[src/rtl/spi_regbank_peripheral_pkg.sv]
// Shared definitions for the SPI register-bank peripheral: R/W encoding, FSM
// state encoding and default field widths.
package spi_pkg;

   localparam logic RW_WRITE = 1'b1;
   localparam logic RW_READ  = 1'b0;

   localparam int unsigned SPI_DATA_W = 8;
   localparam int unsigned SPI_ADDR_W = 7;

   typedef logic [1:0] spi_state_t;

   localparam spi_state_t ST_IDLE = 2'd0;
   localparam spi_state_t ST_CMD  = 2'd1;
   localparam spi_state_t ST_DATA = 2'd2;

endpackage

[src/rtl/spi_regbank_peripheral_if.sv]
// SPI pin bundle between an external controller (master) and the peripheral (slave).
interface spi_regbank_peripheral_if;

   logic nCS_in;
   logic SCLK_in;
   logic COPI_in;
   logic CIPO_out;
   logic CIPO_oe;

   modport master (
      output nCS_in,
      output SCLK_in,
      output COPI_in,
      input  CIPO_out,
      input  CIPO_oe
   );

   modport slave (
      input  nCS_in,
      input  SCLK_in,
      input  COPI_in,
      output CIPO_out,
      output CIPO_oe
   );

endinterface

[src/rtl/spi_regbank_peripheral_sync_edge.sv]
// Multi-flop synchronizer for one asynchronous pin, with rise/fall pulses
// derived from the last synchronizer stage.
module spi_sync_edge #(
   parameter int unsigned SYNC_STAGES = 2,
   parameter logic        RST_VAL     = 1'b0
) (
   input  logic clk,
   input  logic rst_n,
   input  logic i_async,
   output logic o_level,
   output logic o_rise,
   output logic o_fall
);

   logic [SYNC_STAGES-1:0] r_sync;
   logic                   r_prev;

   always_ff @(posedge clk or negedge rst_n) begin
      if (!rst_n) begin
         r_sync <= {SYNC_STAGES{RST_VAL}};
         r_prev <= RST_VAL;
      end else begin
         r_sync <= {r_sync[SYNC_STAGES-2:0], i_async};
         r_prev <= r_sync[SYNC_STAGES-1];
      end
   end

   assign o_level = r_sync[SYNC_STAGES-1];
   assign o_rise  = r_sync[SYNC_STAGES-1] & ~r_prev;
   assign o_fall  = ~r_sync[SYNC_STAGES-1] & r_prev;

endmodule

[src/rtl/spi_regbank_peripheral.sv]
// SPI mode-0 register bank: burst write/read with address auto-increment,
// read-back on CIPO and a flat register vector for downstream logic.
module spi_regbank_peripheral
   import spi_pkg::*;
#(
   parameter int unsigned NUM_REGS    = 5,
   parameter int unsigned DATA_W      = SPI_DATA_W,
   parameter int unsigned ADDR_W      = SPI_ADDR_W,
   parameter int unsigned SYNC_STAGES = 2
) (
   input  logic                       clk,
   input  logic                       rst_n,
   spi_regbank_peripheral_if.slave    spi,
   output logic [NUM_REGS*DATA_W-1:0] regs_out,
   output logic                       wr_pulse,
   output logic [ADDR_W-1:0]          wr_addr,
   output logic                       frame_err
);

   localparam int unsigned CMD_BITS = ADDR_W + 1;
   localparam int unsigned MAX_BITS = (CMD_BITS > DATA_W) ? CMD_BITS : DATA_W;
   localparam int unsigned CNT_W    = $clog2(MAX_BITS + 1);

   logic w_ncs_lvl, w_ncs_rise, w_ncs_fall;
   logic w_sclk_lvl, w_sclk_rise, w_sclk_fall;
   logic w_copi, w_copi_rise, w_copi_fall;
   logic w_unused;

   spi_sync_edge #(.SYNC_STAGES(SYNC_STAGES), .RST_VAL(1'b1)) u_sync_ncs (
      .clk     (clk),
      .rst_n   (rst_n),
      .i_async (spi.nCS_in),
      .o_level (w_ncs_lvl),
      .o_rise  (w_ncs_rise),
      .o_fall  (w_ncs_fall)
   );

   spi_sync_edge #(.SYNC_STAGES(SYNC_STAGES), .RST_VAL(1'b0)) u_sync_sclk (
      .clk     (clk),
      .rst_n   (rst_n),
      .i_async (spi.SCLK_in),
      .o_level (w_sclk_lvl),
      .o_rise  (w_sclk_rise),
      .o_fall  (w_sclk_fall)
   );

   spi_sync_edge #(.SYNC_STAGES(SYNC_STAGES), .RST_VAL(1'b0)) u_sync_copi (
      .clk     (clk),
      .rst_n   (rst_n),
      .i_async (spi.COPI_in),
      .o_level (w_copi),
      .o_rise  (w_copi_rise),
      .o_fall  (w_copi_fall)
   );

   assign w_unused = ^{w_sclk_lvl, w_copi_rise, w_copi_fall};

   spi_state_t           r_state;
   logic [CNT_W-1:0]     r_bit_cnt;
   logic [ADDR_W-1:0]    r_cmd_shift;
   logic [DATA_W-2:0]    r_rx_shift;
   logic [DATA_W-1:0]    r_tx_shift;
   logic                 r_tx_skip;
   logic [ADDR_W-1:0]    r_addr;
   logic                 r_rw;
   logic                 r_oe;
   logic                 r_wr_pulse;
   logic [ADDR_W-1:0]    r_wr_addr;
   logic                 r_frame_err;
   logic [DATA_W-1:0]    r_regs [NUM_REGS];

   logic [ADDR_W:0]      w_cmd_word;
   logic [DATA_W-1:0]    w_rx_word;
   logic [ADDR_W-1:0]    w_addr_next;
   logic [DATA_W-1:0]    w_rd_cmd;
   logic [DATA_W-1:0]    w_rd_next;
   logic [NUM_REGS-1:0]  w_wr_sel;
   logic                 w_cmd_last;
   logic                 w_word_last;

   assign w_cmd_word  = {r_cmd_shift, w_copi};
   assign w_rx_word   = {r_rx_shift, w_copi};
   assign w_addr_next = r_addr + ADDR_W'(1);
   assign w_cmd_last  = (r_bit_cnt == CNT_W'(CMD_BITS - 1));
   assign w_word_last = (r_bit_cnt == CNT_W'(DATA_W - 1));

   // Out-of-range addresses read as zero and select no register for writes.
   always_comb begin
      w_rd_cmd  = '0;
      w_rd_next = '0;
      w_wr_sel  = '0;
      for (int i = 0; i < NUM_REGS; i++) begin
         if (w_cmd_word[ADDR_W-1:0] == ADDR_W'(i)) w_rd_cmd = r_regs[i];
         if (w_addr_next == ADDR_W'(i))            w_rd_next = r_regs[i];
         if (r_addr == ADDR_W'(i))                 w_wr_sel[i] = 1'b1;
      end
   end

   always_ff @(posedge clk or negedge rst_n) begin
      if (!rst_n) begin
         r_state     <= ST_IDLE;
         r_bit_cnt   <= '0;
         r_cmd_shift <= '0;
         r_rx_shift  <= '0;
         r_tx_shift  <= '0;
         r_tx_skip   <= 1'b0;
         r_addr      <= '0;
         r_rw        <= RW_READ;
         r_oe        <= 1'b0;
         r_wr_pulse  <= 1'b0;
         r_wr_addr   <= '0;
         r_frame_err <= 1'b0;
         for (int i = 0; i < NUM_REGS; i++) r_regs[i] <= '0;
      end else begin
         r_wr_pulse  <= 1'b0;
         r_frame_err <= 1'b0;
         // nCS rise takes priority over any SCLK edge seen in the same clk.
         if (w_ncs_rise) begin
            if (r_state != ST_IDLE && r_bit_cnt != '0) r_frame_err <= 1'b1;
            r_state <= ST_IDLE;
            r_oe    <= 1'b0;
         end else if (w_ncs_fall) begin
            r_state     <= ST_CMD;
            r_bit_cnt   <= '0;
            r_cmd_shift <= '0;
            r_rx_shift  <= '0;
            r_tx_shift  <= '0;
            r_tx_skip   <= 1'b0;
            r_oe        <= 1'b0;
         end else if (!w_ncs_lvl && r_state != ST_IDLE) begin
            if (w_sclk_rise) begin
               if (r_state == ST_CMD) begin
                  if (w_cmd_last) begin
                     r_rw      <= w_cmd_word[ADDR_W];
                     r_addr    <= w_cmd_word[ADDR_W-1:0];
                     r_bit_cnt <= '0;
                     r_state   <= ST_DATA;
                     if (w_cmd_word[ADDR_W] == RW_READ) begin
                        r_oe       <= 1'b1;
                        r_tx_shift <= w_rd_cmd;
                        r_tx_skip  <= 1'b1;
                     end
                  end else begin
                     r_cmd_shift <= w_cmd_word[ADDR_W-1:0];
                     r_bit_cnt   <= r_bit_cnt + CNT_W'(1);
                  end
               end else if (w_word_last) begin
                  r_bit_cnt <= '0;
                  r_addr    <= w_addr_next;
                  if (r_rw == RW_WRITE) begin
                     if (|w_wr_sel) begin
                        r_wr_pulse <= 1'b1;
                        r_wr_addr  <= r_addr;
                     end
                     for (int i = 0; i < NUM_REGS; i++) begin
                        if (w_wr_sel[i]) r_regs[i] <= w_rx_word;
                     end
                  end else begin
                     r_tx_shift <= w_rd_next;
                     r_tx_skip  <= 1'b1;
                  end
               end else begin
                  r_rx_shift <= w_rx_word[DATA_W-2:0];
                  r_bit_cnt  <= r_bit_cnt + CNT_W'(1);
               end
            end else if (w_sclk_fall && r_state == ST_DATA && r_rw == RW_READ) begin
               // The falling edge right after a load keeps the freshly loaded MSB.
               if (r_tx_skip) r_tx_skip <= 1'b0;
               else           r_tx_shift <= {r_tx_shift[DATA_W-2:0], 1'b0};
            end
         end
      end
   end

   for (genvar g = 0; g < NUM_REGS; g++) begin : g_regs_out
      assign regs_out[g*DATA_W +: DATA_W] = r_regs[g];
   end

   assign spi.CIPO_out = r_tx_shift[DATA_W-1];
   assign spi.CIPO_oe  = r_oe;
   assign wr_pulse     = r_wr_pulse;
   assign wr_addr      = r_wr_addr;
   assign frame_err    = r_frame_err;

endmodule

[src/flat_wrapper.sv]
// flat-port wrapper written by rule: the top's interface ports become plain ports
module spi_regbank_peripheral_flat import spi_pkg::*;
#(
   parameter int unsigned NUM_REGS    = 5,
   parameter int unsigned DATA_W      = SPI_DATA_W,
   parameter int unsigned ADDR_W      = SPI_ADDR_W,
   parameter int unsigned SYNC_STAGES = 2
)
  (clk, rst_n, regs_out, wr_pulse, wr_addr, frame_err, spi_nCS_in, spi_SCLK_in, spi_COPI_in, spi_CIPO_out, spi_CIPO_oe);
  spi_regbank_peripheral_if spi_i ();
  input  logic clk;
  input  logic rst_n;
  output logic [NUM_REGS*DATA_W-1:0] regs_out;
  output logic wr_pulse;
  output logic [ADDR_W-1:0] wr_addr;
  output logic frame_err;
  input wire logic [$bits(spi_i.nCS_in)-1:0] spi_nCS_in;
  input wire logic [$bits(spi_i.SCLK_in)-1:0] spi_SCLK_in;
  input wire logic [$bits(spi_i.COPI_in)-1:0] spi_COPI_in;
  output wire logic [$bits(spi_i.CIPO_out)-1:0] spi_CIPO_out;
  output wire logic [$bits(spi_i.CIPO_oe)-1:0] spi_CIPO_oe;
  assign spi_i.nCS_in = spi_nCS_in;
  assign spi_i.SCLK_in = spi_SCLK_in;
  assign spi_i.COPI_in = spi_COPI_in;
  assign spi_CIPO_out = spi_i.CIPO_out;
  assign spi_CIPO_oe = spi_i.CIPO_oe;
  spi_regbank_peripheral #(.NUM_REGS(NUM_REGS), .DATA_W(DATA_W), .ADDR_W(ADDR_W), .SYNC_STAGES(SYNC_STAGES)) u_core (.clk(clk), .rst_n(rst_n), .spi(spi_i), .regs_out(regs_out), .wr_pulse(wr_pulse), .wr_addr(wr_addr), .frame_err(frame_err));
endmodule
[config.mk]
export PLATFORM = sky130hd
export DESIGN_NAME = spi_regbank_peripheral_flat
export DESIGN_NICKNAME = d
export VERILOG_FILES = /design/src/rtl/spi_regbank_peripheral_pkg.sv /design/src/rtl/spi_regbank_peripheral_if.sv /design/src/rtl/spi_regbank_peripheral_sync_edge.sv /design/src/rtl/spi_regbank_peripheral.sv /design/src/flat_wrapper.sv
export SDC_FILE = /design/constraint.sdc
export NUM_CORES = 1
export LEC_CHECK = 0
export CORE_UTILIZATION = 60
export DETAILED_ROUTE_END_ITERATION = 16
export PLACE_DENSITY = 0.86
export SYNTH_ARGS = -nofsm -noshare
export SYNTH_HDL_FRONTEND = slang
export SYNTH_HIERARCHICAL = 1
export SYNTH_SLANG_ARGS = --single-unit
[constraint.sdc]
create_clock -name clk -period 5.5 [get_ports clk]
set_input_delay 0.55 -clock clk [delete_from_list [all_inputs] [get_ports clk]]
set_output_delay 0.55 -clock clk [all_outputs]
set_load 0.02 [all_outputs]
### Yosys cells after proc, flatten, opt, wreduce, memory -nomap -nowiden

Cells that the tools add are included.

* add/sub/neg operators: 2
* $mul: 0
* divide/modulo/power cells: 0
* order comparisons: 0
* equality and inequality tests: 22
* shifts and indexed selects: 0
* multiplexer cells: 72
* bitwise gates (word level): 12
* reductions and logical operators: 34

Operators with widths (number)
* $mux 8: 20
* $mux 7: 13
* $reduce_and 8->1: 6
* $eq 7x2->1 const B: 6
* $mux 1: 29
* $eq 7x1->1 const B: 3
* $eq 7x3->1 const B: 3
* $logic_not 7->1: 3
* $reduce_and 5->1: 4
* $mux 4: 4
* $reduce_bool 3->1: 5
* $mux 2: 6
* $reduce_and 6->1: 2
* $ne 4x4->1 const B: 2
* $not 1->1: 8
* $reduce_bool 2->1: 4
* $add 7x1->7 const B: 1
* $reduce_and 7->1: 1
* $ne 3x3->1 const B: 2
* $reduce_or 5->1: 1
* $add 4x1->4 const B: 1
* $and 1x1->1: 4
* $eq 4x3->1 const B: 1
* $logic_and 1x1->1: 4
* 8 further kinds: 9

* register bits: 95
* bits in latches: 0
* bits in writable memories: 0
* bits in read-only memories: 0
* input bits: 5
* output and inout bits: 51
* logic and storage cells: 164
* memories kept: 0

### Longest topological paths before layout

* depth in word-level cells: 13
* depth in mapped cells: 9
* depth with buffers taken out: 7

### Hierarchy

The synthesis kept the hierarchy.

Modules (own cells, without submodules)
* spi_regbank_peripheral: times used 1, cells each 479, area each 4849.7 sq um, seq. area each 2177.1 sq um
* spi_sync_edge (u_core.u_sync_copi ...): times used 2, cells each 5, area each 90.1 sq um, seq. area each 75.1 sq um
* spi_sync_edge (u_core.u_sync_ncs): times used 1, cells each 5, area each 93.8 sq um, seq. area each 78.8 sq um

### Worst setup path before layout

Ideal clock, no wire load.

* path type: register to register
* start: register u_core.u_sync_ncs.r_sync[1]
* end: register u_core.r_regs (netlist bit u_core/regs_out[8])
* library setup time: 128 ps
* arrival time: 2131 ps
* required time: 5372 ps
* slack: 3242 ps
* cell stages (with the launch flop): 8
* buffers on the path: 1
* period minus slack after synthesis: 2258 ps
* path through: dfstp_2 -> and2b_2 -> nor4b_4 -> and4_1 -> nor2b_1 -> buf_2 -> nand2_2 -> mux2_1

* word-level cells in the longest chain between the ends: 4
* elaborated cells between the ends (all ways): 8
* classes of those cells: bitwise (5); reduce/logical (3)

RTL lines
* from (decl): RTL line spi_regbank_peripheral_sync_edge.sv:15 `logic [SYNC_STAGES-1:0] r_sync;`
* from (signal assigned): RTL line spi_regbank_peripheral_sync_edge.sv:20 `r_sync <= {SYNC_STAGES{RST_VAL}};`
* from (signal assigned): RTL line spi_regbank_peripheral_sync_edge.sv:23 `r_sync <= {r_sync[SYNC_STAGES-2:0], i_async};`
* $not 1->1: RTL line spi_regbank_peripheral_sync_edge.sv:30 `assign o_fall = ~r_sync[SYNC_STAGES-1] & r_prev;`
* $and 1x1->1: RTL line spi_regbank_peripheral_sync_edge.sv:30
* via u_core.w_ncs_fall: RTL line spi_regbank_peripheral.sv:24 `logic w_ncs_lvl, w_ncs_rise, w_ncs_fall;`
* $not 1->1 (no line)
* $reduce_and 8->1 (no line)
* to (signal, indexed assignment): RTL line spi_regbank_peripheral.sv:156 `if (w_wr_sel[i]) r_regs[i] <= w_rx_word;`
* to (decl): RTL line spi_regbank_peripheral.sv:70 `logic [DATA_W-1:0] r_regs [NUM_REGS];`

The timed path passes the listed nets, and every way through them passes these cells.
A chain may end at the register's enable or synchronous reset.

### Worst setup path in the final report

* start: register u_core.u_sync_sclk.r_sync[1]
* end: register u_core.r_regs (netlist bit u_core/regs_out[8])

* word-level cells in the longest chain between the ends: 2

RTL lines
* from (decl): RTL line spi_regbank_peripheral_sync_edge.sv:15
* from (signal assigned): RTL line spi_regbank_peripheral_sync_edge.sv:20
* from (signal assigned): RTL line spi_regbank_peripheral_sync_edge.sv:23
* $and 1x1->1: RTL line spi_regbank_peripheral_sync_edge.sv:29 `assign o_rise = r_sync[SYNC_STAGES-1] & ~r_prev;`
* via u_core.w_sclk_rise: RTL line spi_regbank_peripheral.sv:25 `logic w_sclk_lvl, w_sclk_rise, w_sclk_fall;`
* $reduce_and 8->1 (no line)

The timed path passes the listed nets, and every way through them passes these cells.

==> metrics.md <==
| Metric | Value |
|---|---|
| Outcome | complete, no violations |
| Number of nets at the end of the flow | 542 |
| Stage delay of the slowest cell on the critical path | 800 ps |
| Fraction of layout cells with a size suffix above 1 | 17.0% |
| Ratio of total power to cell area | 247 mW/mm2 |
| Crit-path slowest cell | sky130_fd_sc_hd__nor2b_1 |
| Final setup fails | 0 |
| Worst-path cell chain | nor2b_1 -> nor4b_4 -> and4_1 -> nor2b_1 -> nand2_2 -> mux2_1 |
| Wire length of the first global-routing pass | 20900 um |
| Yosys warns | 6 |
| Routed via count | 4187 |
| Number of search-and-repair iterations in the first detailed-routing pass | 5 |
| Total number of clock tree sinks | 95 |
| Total half-perimeter wirelength after legalization and detailed placement | 8990 um |
| Overflow after GRT | 0 |
| Post-CTS setup repair buffer count | 0 |
| Antenna diodes | 0 |
| Hold Path Class | in -> async |
| Max transition margin | 16.4% |
| Cell at the root of the clock tree | sky130_fd_sc_hd__clkbuf_8 |
| CORE AREA | 0.00822 mm2 |
| Chip Height | 94.0 um |
| Worst Max-Slew Pin Slew | 1240 ps |
| Critical Path Fanout Max | 13 |
| Reported max-cap violation count | 0 |
| Die outline width | 94.0 um |
| PnR Total Power | 1.45 mW |
| Post-layout instance count excluding filler cells | 640 |
| Critical Path RT | 5760 ps |
| Remaining antenna violation count | 0 |
| Highest clock rate | 313 MHz |
| Cell count after placement | 624 |
| Final critical delay including setup and external delays | 3200 ps |
| Post-route clock skew | 12.5 ps |
| First-iteration detailed-routing DRC count | 388 |
| Count of hold buffers inserted by post-cts repair | 0 |
| Die area | 0.00884 mm2 |
| TritonCTS clock tree | built |
| DRC errors left | 0 |
| Area overhead of the layout relative to synthesis | 15.4% |
| Buffer levels on the longest clock path | 2 |
| Post-layout util | 71.4% |
| Crit path from | u_core/u_sync_sclk/r_sync[1] |
| Global placer's final weighted congestion | 0.938 |
| Post-Syn Instances | 491 |
| Antenna violations before repair | 0 |
| DRT Wirelength | 13100 um |
| Setup TNS | 0 ps |
| Post-synthesis instance area | 0.00508 mm2 |
| Buffers on Ports | 55 |
| Hold violation total from the final report | 0 |
| Via count of the first global-routing pass | 4024 |
| Total of cells resized after clock tree synthesis | 0 |
| Number of nets in the synthesized netlist | 503 |
| Vias per std cell | 6.54 |
| Critical path start-end classification | reg -> reg |
| Final critical-path setup slack | 2300 ps |
| Most prevalent standard cell on the critical path | sky130_fd_sc_hd__nor2b_1 |
| Gr usage total | 31.3% |
| Std cell rows | 33 |
| Maximum number of pins on one net before global-route repair | 50 |
| Critical Path AT | 3460 ps |
| Leakage component of the power | 2.61 nW |
| Buffers plus inverters on the worst setup path | 0 |
| I/O pin count | 56 |
| Reg2reg start | u_core/u_sync_sclk/r_sync[1] |
| Post-placement setup slack | 2490 ps |
| Number of CTS-inserted buffers | 9 |
| Kind of end point of the critical path | flip-flop |
| Clock transition time at the flip-flop clock pins of the worst setup and hold paths | 100 ps |
| Worst-Skew Late Latency | 370 ps |
| Kind of launch point of the worst setup path | flip-flop |
| Period Utilization, post-route | 58.2% |
| Setup repair after global routing missed its margin | no |
| Slew Viols, Final | 0 |
| Detail-routed net length per standard cell | 20.5 um |
| Max rail drop VDD | 0.211 mV |
| Average cell area after synthesis | 10.4 um2 |
| Top Family by Delay on Critical Path | simple AND/OR/NAND/NOR gates |
| H-tree levels | 3 |
| Initial standard-cell utilization of the core | 61.9% |
| Number of inserted filler cells in the final layout | 586 |
## state kept, by name (all words and copies together) (netlist names), 2 cells and up
| register | cells |
|---|---|
| u_core/regs_out | 40 |
| u_core/r_tx_shift | 8 |
| u_core/r_addr | 7 |
| u_core/r_cmd_shift | 7 |
| u_core/r_rx_shift | 7 |
| u_core/wr_addr | 7 |
| u_core/r_bit_cnt | 4 |
| u_core/r_state | 2 |
| u_core/u_sync_copi/r_sync | 2 |
| u_core/u_sync_ncs/r_sync | 2 |
| u_core/u_sync_sclk/r_sync | 2 |
## path summary, 6_finish.rpt
| check | to | slack [ps] | cells past startpoint |
|---|---|---|---|
| worst min-delay path | u_core/r_tx_shift[6] | 180 | 1 |
| worst min register to register | u_core/u_sync_copi/r_sync[1] | 360 | 0 |
| min in group clk | u_core/u_sync_copi/r_sync[1] | 360 | 0 |
| max in group asynchronous | u_core/regs_out[6] | 4290 | 2 |
| worst max register to register | u_core/regs_out[8] | 2300 | 6 |
| worst max-delay path | u_core/regs_out[8] | 2300 | 6 |
## metal layers
layer | global-route usage, % | wire length, um | share of wire [%] | vias up
met3 | 4.21 | 843 | 6.4 | 37
met1 | 42.6 | 5530 | 42 | 2081
met5 | 0 | 0 | 0 | -
met4 | 15.5 | 446 | 3.4 | 0
li1 | - | - | - | 1878
met2 | 49.3 | 6300 | 48 | 191
## cell usage in the layout (no fill, tap or decap), types with 4 or more instances in the layout
cell                              instances
sky130_fd_sc_hd__a211oi_1                 5
sky130_fd_sc_hd__a21oi_1                 29
sky130_fd_sc_hd__a221o_1                  5
sky130_fd_sc_hd__a221oi_1                 4
sky130_fd_sc_hd__a22o_1                  13
sky130_fd_sc_hd__a31oi_1                 10
sky130_fd_sc_hd__and2_1                   6
sky130_fd_sc_hd__and3_1                   7
sky130_fd_sc_hd__clkbuf_8                11
sky130_fd_sc_hd__clkdlybuf4s50_1         54
sky130_fd_sc_hd__dfrtp_1                 92
sky130_fd_sc_hd__ha_1                     7
sky130_fd_sc_hd__inv_1                   17
sky130_fd_sc_hd__mux2_2                  51
sky130_fd_sc_hd__mux2i_1                  4
sky130_fd_sc_hd__nand2_1                 41
sky130_fd_sc_hd__nand2_2                  4
sky130_fd_sc_hd__nand2b_1                 4
sky130_fd_sc_hd__nand3_1                 22
sky130_fd_sc_hd__nand3b_1                 7
sky130_fd_sc_hd__nor2_1                  17
sky130_fd_sc_hd__nor2b_1                 17
sky130_fd_sc_hd__nor3_1                   5
sky130_fd_sc_hd__nor3b_1                  4
sky130_fd_sc_hd__o21ai_0                 25
## area by class of cell
| class | instances | area [um2] | area share (%) |
|---|---|---|---|
| clock buffers | 11 | 151 | 2.58 |
| clock inverters | 5 | 65.1 | 1.11 |
| inverters | 18 | 67.6 | 1.15 |
| multi-input cells | 350 | 2510 | 42.8 |
| flip-flops and latches | 95 | 2380 | 40.6 |
| well taps | 105 | 131 | 2.24 |
| repair buffers | 56 | 556 | 9.47 |
## worst reg2reg max path, cell delays in order, from the launching register on
cell and delay, ps:
sky130_fd_sc_hd__dfrtp_1 360, sky130_fd_sc_hd__nor2b_1 800, sky130_fd_sc_hd__nor4b_4 470, sky130_fd_sc_hd__and4_1 300
sky130_fd_sc_hd__nor2b_1 500, sky130_fd_sc_hd__nand2_2 280, sky130_fd_sc_hd__mux2_1 400
## metrics by stage
| stage | hold slack (ps) | area (um2) |
|---|---|---|
| 2_1_floorplan | 254 | 5080 |
| 3_3_place_gp | 333 | 5650 |
| 3_5_place_dp | 340 | 5650 |
| 4_1_cts | 205 | 5860 |
| 5_1_grt | 221 | 5860 |
| 6_report | 177 | 5860 |
## report_power, final
part	switching, mW	internal, mW	leakage (nW)
Combinational	0.0867	0.0688	1.21
Clock	0.257	0.239	0.110
Sequential	0.0658	0.733	1.28
Note: power is estimated with default switching activity, not from simulation.
